**config.mk**
```make
export PLATFORM = sky130hd
export DESIGN_NAME = lb_window_seq_ctrl
export DESIGN_NICKNAME = d
export VERILOG_FILES = /design/src/rtl/lb_window_seq_ctrl.sv
export SDC_FILE = /design/constraint.sdc
export NUM_CORES = 1
export LEC_CHECK = 0
export CORE_ASPECT_RATIO = 0.9
export CORE_MARGIN = 1
export CORE_UTILIZATION = 55
export CTS_BUF_LIST = sky130_fd_sc_hd__clkbuf_4
export DETAILED_ROUTE_END_ITERATION = 8
export PLACE_DENSITY = 0.88
export SLEW_MARGIN = 40
export SYNTH_ARGS = -nofsm -noshare
export SYNTH_HDL_FRONTEND = slang
export SYNTH_SLANG_ARGS = --single-unit
```
**constraint.sdc**
```tcl
create_clock -name clk -period 3.95 [get_ports clk]
set_input_delay 0.79 -clock clk [delete_from_list [all_inputs] [get_ports clk]]
set_output_delay 0.79 -clock clk [all_outputs]
set_load 0.005 [all_outputs]
```
**src/rtl/lb_window_seq_ctrl.sv**
```systemverilog
// ---------------------------------------------------------------------------
// lb_window_seq_ctrl
// Frame sequencer for the 4-line-buffer 3x3 window generator. On start it
// reads one frame in raster order from an image BRAM (1-cycle read latency),
// buffers the returned pixels in a 3-entry FIFO and streams them to the
// window generator under a valid/ready handshake. It also drives the line
// buffer write/read selects and flags pixels that complete a 3-row window.
//
// Ports:
//   clk, reset           clock, synchronous active-high reset
//   start                begin a frame (sampled only while idle)
//   busy, done           frame in progress / one-cycle end-of-frame pulse
//   mem_rd_en, mem_addr  BRAM read strobe and address
//   mem_rdata            BRAM data, valid the cycle after mem_rd_en
//   pix_out, pix_valid   pixel stream to the window generator
//   out_ready            window generator accepts the current pixel
//   wr_sel, rd_sel       one-hot line buffer write select, three-hot read select
//   out_row, out_col     raster position of pix_out
//   win_valid, line_end  pixel completes a 3-row window / last pixel of a line
// ---------------------------------------------------------------------------
module lb_window_seq_ctrl #(
  parameter int IMG_W  = 400,
  parameter int IMG_H  = 400,
  parameter int PIX_W  = 4,
  parameter int ADDR_W = 18
) (
  input  logic              clk,
  input  logic              reset,
  input  logic              start,
  output logic              busy,
  output logic              done,
  output logic              mem_rd_en,
  output logic [ADDR_W-1:0] mem_addr,
  input  logic [PIX_W-1:0]  mem_rdata,
  output logic [PIX_W-1:0]  pix_out,
  output logic              pix_valid,
  input  logic              out_ready,
  output logic [3:0]        wr_sel,
  output logic [3:0]        rd_sel,
  output logic [8:0]        out_row,
  output logic [8:0]        out_col,
  output logic              win_valid,
  output logic              line_end
);

  localparam logic [ADDR_W-1:0] LAST_ADDR = ADDR_W'(IMG_W * IMG_H - 1);
  localparam logic [8:0]        LAST_COL  = 9'(IMG_W - 1);
  localparam logic [8:0]        LAST_ROW  = 9'(IMG_H - 1);

  typedef enum logic [1:0] {
    ST_IDLE  = 2'd0,
    ST_FETCH = 2'd1,
    ST_DRAIN = 2'd2
  } state_t;

  state_t              state_q;
  logic                busy_q;
  logic                rd_en_q, rd_en_d;
  logic [ADDR_W-1:0]   addr_q, addr_d;
  logic [ADDR_W-1:0]   fetch_addr_q, fetch_addr_d;
  logic                inflight_q;
  logic [PIX_W-1:0]    fifo_q [3];
  logic [PIX_W-1:0]    fifo_d [3];
  logic [1:0]          count_q, count_d;
  logic                valid_q, valid_d;
  logic [8:0]          row_q, row_d;
  logic [8:0]          col_q, col_d;
  logic [3:0]          wr_sel_q, wr_sel_d;
  logic                win_valid_q, win_valid_d;
  logic                line_end_q, line_end_d;

  logic                transfer_s;
  logic                last_pix_s;
  logic                start_acc_s;
  logic                fetch_done_s;
  logic                frame_end_s;
  logic                fetch_next_s;
  logic [ADDR_W-1:0]   fetch_base_s;
  logic [1:0]          cnt_pop_s;

  // Next-state computation for fetch side, FIFO and output position.
  always_comb begin
    transfer_s   = valid_q & out_ready;
    last_pix_s   = (row_q == LAST_ROW) && (col_q == LAST_COL);
    start_acc_s  = (state_q == ST_IDLE) && start;
    fetch_done_s = (state_q == ST_FETCH) && rd_en_q && (addr_q == LAST_ADDR);
    frame_end_s  = (state_q == ST_DRAIN) && transfer_s && last_pix_s;
    // Reads are decided one cycle ahead so mem_rd_en can be a register:
    // fetch_next_s says the FSM will be in FETCH during the next cycle.
    fetch_next_s = start_acc_s || ((state_q == ST_FETCH) && !fetch_done_s);
    fetch_base_s = start_acc_s ? '0 : fetch_addr_q;

    // FIFO is a shift register with the head in entry 0, so pix_out is a
    // plain flop and stays put while the consumer stalls.
    cnt_pop_s = count_q - {1'b0, transfer_s};
    fifo_d    = fifo_q;
    if (transfer_s) begin
      fifo_d[0] = fifo_q[1];
      fifo_d[1] = fifo_q[2];
    end else begin
      fifo_d[0] = fifo_q[0];
      fifo_d[1] = fifo_q[1];
    end
    if (inflight_q) begin
      case (cnt_pop_s)
        2'd0:    fifo_d[0] = mem_rdata;
        2'd1:    fifo_d[1] = mem_rdata;
        2'd2:    fifo_d[2] = mem_rdata;
        default: fifo_d[2] = fifo_q[2];
      endcase
    end else begin
      fifo_d[2] = fifo_d[2];
    end
    count_d = cnt_pop_s + {1'b0, inflight_q};
    valid_d = (count_d != 2'd0);

    // Next cycle's in-flight read equals this cycle's read, so the FIFO
    // occupancy plus that read bounds the reads we may issue.
    rd_en_d = fetch_next_s && (({1'b0, count_d} + {2'b0, rd_en_q}) < 3'd3);
    if (rd_en_d) begin
      addr_d       = fetch_base_s;
      fetch_addr_d = fetch_base_s + ADDR_W'(1);
    end else begin
      addr_d       = addr_q;
      fetch_addr_d = fetch_base_s;
    end

    // Raster position of the head pixel; wraps to 0,0 after the last pixel.
    if (start_acc_s) begin
      row_d = 9'd0;
      col_d = 9'd0;
    end else if (transfer_s) begin
      if (col_q == LAST_COL) begin
        col_d = 9'd0;
        row_d = (row_q == LAST_ROW) ? 9'd0 : row_q + 9'd1;
      end else begin
        col_d = col_q + 9'd1;
        row_d = row_q;
      end
    end else begin
      row_d = row_q;
      col_d = col_q;
    end

    wr_sel_d    = 4'b0001 << row_d[1:0];
    win_valid_d = valid_d && (row_d >= 9'd2);
    line_end_d  = valid_d && (col_d == LAST_COL);
  end

  // FSM and all output/state registers.
  always_ff @(posedge clk) begin
    if (reset) begin
      state_q      <= ST_IDLE;
      busy_q       <= 1'b0;
      rd_en_q      <= 1'b0;
      addr_q       <= '0;
      fetch_addr_q <= '0;
      inflight_q   <= 1'b0;
      fifo_q[0]    <= '0;
      fifo_q[1]    <= '0;
      fifo_q[2]    <= '0;
      count_q      <= 2'd0;
      valid_q      <= 1'b0;
      row_q        <= 9'd0;
      col_q        <= 9'd0;
      wr_sel_q     <= 4'b0001;
      win_valid_q  <= 1'b0;
      line_end_q   <= 1'b0;
    end else begin
      case (state_q)
        ST_IDLE: begin
          if (start) begin
            state_q <= ST_FETCH;
            busy_q  <= 1'b1;
          end
        end
        ST_FETCH: begin
          if (fetch_done_s) begin
            state_q <= ST_DRAIN;
          end
        end
        ST_DRAIN: begin
          if (frame_end_s) begin
            state_q <= ST_IDLE;
            busy_q  <= 1'b0;
          end
        end
        default: begin
          state_q <= ST_IDLE;
          busy_q  <= 1'b0;
        end
      endcase
      rd_en_q      <= rd_en_d;
      addr_q       <= addr_d;
      fetch_addr_q <= fetch_addr_d;
      inflight_q   <= rd_en_q;
      fifo_q       <= fifo_d;
      count_q      <= count_d;
      valid_q      <= valid_d;
      row_q        <= row_d;
      col_q        <= col_d;
      wr_sel_q     <= wr_sel_d;
      win_valid_q  <= win_valid_d;
      line_end_q   <= line_end_d;
    end
  end

  assign busy      = busy_q;
  // done must coincide with the final transfer, which depends on out_ready
  // in the same cycle, so it cannot be registered.
  assign done      = frame_end_s;
  assign mem_rd_en = rd_en_q;
  assign mem_addr  = addr_q;
  assign pix_out   = fifo_q[0];
  assign pix_valid = valid_q;
  assign wr_sel    = wr_sel_q;
  assign rd_sel    = ~wr_sel_q;
  assign out_row   = row_q;
  assign out_col   = col_q;
  assign win_valid = win_valid_q;
  assign line_end  = line_end_q;

endmodule

```
==> flow_metrics.tcl <==
set metrics [dict create \
    status "finished, final reports clean" \
    synth_top_flop_cell "dfxtp_1" \
    top_level_ports 62 \
    drv_cap 0 \
    hold_violations 0 \
    synth-edff-count 0 \
    post_route_cells_drive_above_1_share 0.0755 \
    timing.hold.worst.class "reg -> reg" \
    routed-wl-met3_um 439 \
    final_period_minus_worst_setup_slack_ps 3610 \
    cp-end-kind "primary output" \
    path_class "in -> out" \
    vdd_ir_drop_max_uv 248 \
    cts_max_path_buffers 2 \
    final.setup.worst_slack_ps 339 \
    seq_power_share 0.503 \
    route.antenna.remaining_nets 0 \
    die_width_um 88.2 \
    p_sw_mw 0.511 \
    numClockSinks 80 \
    io_buffers 61 \
    yosysSeqAreaShare 0.435 \
    multi_input_area_mm2 0.00191 \
    synth_area_mm2 0.00368 \
    final.setup_skew_ps 14.4 \
    path_common_cell "clkdlybuf4s50_1" \
    final_net_count 513 \
    vias_per_cell 5.71 \
    worst_hold_slack_ps 482 \
    timing.setup.tns_ps 0 \
    leading_cell_type_in_the_layout_fill_and_taps_excluded "dfxtp_1" \
    clock-root-buffer "clkbuf_4" \
    met2_length_um 4040 \
    crit_required_ps 3160 \
    p_sw_frac 0.294 \
    ys.warnings.count 0 \
    layout_common_cells "80 x dfxtp_1, 61 x clkdlybuf4s50_1, 58 x nor2_1" \
    pwr_density_cell_mw_per_mm2 384 \
    avg_synthesized_cell_area_um2 8.39 \
    die_h_um 79.6 \
    fmax_mhz 277 \
    fin_total_pwr_mw 1.74 \
    internal_power_contribution_mw 1.23 \
    final_period_util 0.914 \
    clock_latency_on_the_worst_skew_pair_ps 420 \
    dr_iter_0_viols 183 \
    via_count 3366 \
    finalSetupViolCount 0 \
    grt_pass1_wl_um 14400 \
    utilization 0.720 \
    clock_buffers_created_by_tritoncts 9 \
    pre_cts_ws_ps 17.9 \
    gpl.final_weighted_congestion 0.911 \
    number_of_global_route_vias_before_repair 3116 \
    htreeDepth 3 \
    post_synth_num_cell_types 46 \
    area_growth_syn_to_layout_pct 22.9 \
    critical_path_start_type "input pin" \
    cts_resized 0 \
    drc 0 \
    detail_route.first_pass.iterations 4 \
    routed_wl_um 8500 \
    wirelength_met1_um 3880 \
    starting_density_of_the_core 0.586 \
    crit_slowest_cell "clkdlybuf4s50_1" \
    congestion_overflow_gr 0 \
    postCtsSetupRepairBufs 0 \
    antennaDiodeCount 0 \
    cts.hold.buffers_added 0 \
    synthesis.nets 454 \
    grt_start_max_net_pins 47 \
    postSynth.asyncResetShare 0 \
    max_slew.worst_pin.slew_ps 658 \
    seqCellArea_mm2 0.00160 \
    core.rowCount 27 \
    cellLeakagePower_nw 1.58 \
    relSlewSlack 0.561 \
    netlist_instances 439 \
    clockPowerShare 0.304 \
    number_of_antenna_violations_at_the_first_check_in_global_routing 0 \
    gate_power_share 0.193 \
    route.top_layer_used "met4" \
    clkSlewWorstSetupHoldPaths_ps 120 \
    routed_wire_length_per_instance_um 14.4 \
    slowest_stage_delay_cp_ps 580 \
    timing.critical_path.cells "clkdlybuf4s50_1 -> nand4_1 -> or3_1 -> nor4b_1 -> clkdlybuf4s50_1" \
    cts_tree "built" \
    place_hpwl_um 6050 \
    critical_path.max_fanout 2 \
    synth.ff_latch_count 80 \
    core_mm2 0.00628 \
    die_area_mm2 0.00702 \
    grt_util_all_layers 0.265 \
    rsz0062_at_grt "no" \
    arrival_ps 2820 \
    final.fill_count 470 \
    report.final.slew_viol_count 0 \
]
[kinds of logic after synthesis]
logic type,share of synthesized area
and+or+nand+nor,0.294
DFF,0.435
AOI/OAI and AO/OA,0.117
buffers and inverters,0.0462
xor gates and xnor gates,0.0619
muxes,0.0218
adders and majority gates,0.0238
[cell usage after synthesis, types with 2 or more instances]
cell type	count	area [um^2]
ha_1	7	87.6
mux2i_1	8	80.1
dfxtp_1	80	1600
o21a_1	3	22.5
inv_1	9	33.8
nand4bb_1	3	33.8
or3_1	7	43.8
and3_1	6	37.5
nand4_1	27	169
nand3b_1	2	15.0
o211ai_1	3	22.5
buf_4	5	37.5
xor2_1	23	201
nor2b_1	3	18.8
nor3_1	8	40.0
xnor2_1	3	26.3
nor2_1	58	218
o2111ai_1	2	17.5
nor4_1	3	18.8
nor3b_1	2	15.0
a21o_1	2	15.0
a2111oi_2	3	45.0
and2_1	7	43.8
nand3_1	15	75.1
a311oi_1	8	70.1
clkbuf_1	18	67.6
a21oi_1	34	170
nor3_2	2	20.0
and4_1	3	26.3
o21ai_0	8	40.0
nand2b_1	5	31.3
nand2_1	57	214
buf_6	2	22.5
[worst paths after layout]
check / cells after the start / startpoint / end / slack, ps
max: 5 / out_ready / done / 340
min: 2 / fifo_q[5] / pix_out[1] / 480
max reg2reg: 14 / pix_valid / fetch_addr_q[9] / 870
min reg2reg: 2 / fifo_q[5] / pix_out[1] / 480
[critical path, delay by kind of cell]
family / cells / cell delay, ps
buf+inv: 2 / 1070
simple gates: 3 / 960
[through the flow]
stage          std cells  cell area, um^2
2_1_floorplan        439             3680
3_3_place_gp         574             4370
3_5_place_dp         574             4370
4_1_cts              590             4520
5_1_grt              590             4520
6_report             590             4520
[sequential cells by signal, summed over array words and instances, names as in the netlist]
register	count
busy	1
state_q	2
win_valid	1
pix_out	4
mem_rd_en	1
wr_sel	4
out_row	9
fifo_q	8
inflight_q	1
out_col	9
line_end	1
pix_valid	1
fetch_addr_q	18
mem_addr	18
count_q	2
[area by class of cell]
class,count,area share
multi-input combinational,323,0.422
sequential,80,0.354
timing repair buffer,75,0.158
tap,87,0.0241
clock inverter,7,0.0191
clock buffer,9,0.0149
inverter,9,0.00747
[per-layer routing]
metal / up-vias / track usage
li1: 1657 / -
met1: 1598 / 0.349
met2: 97 / 0.420
met3: 14 / 0.0631
met4: 0 / 0.0984
met5: - / 0
[power by group through the flow]
stage | combinational [mW] | clock, mW | sequential, mW
global route | 0.379 | 0.578 | 0.880
global placement | 0.321 | 0 | 0.891
detailed placement | 0.335 | 0 | 0.893
floorplan | 0.236 | 0 | 0.886
finish | 0.335 | 0.529 | 0.875
CTS | 0.335 | 0.538 | 0.875
(Power assumes the default switching activity.)
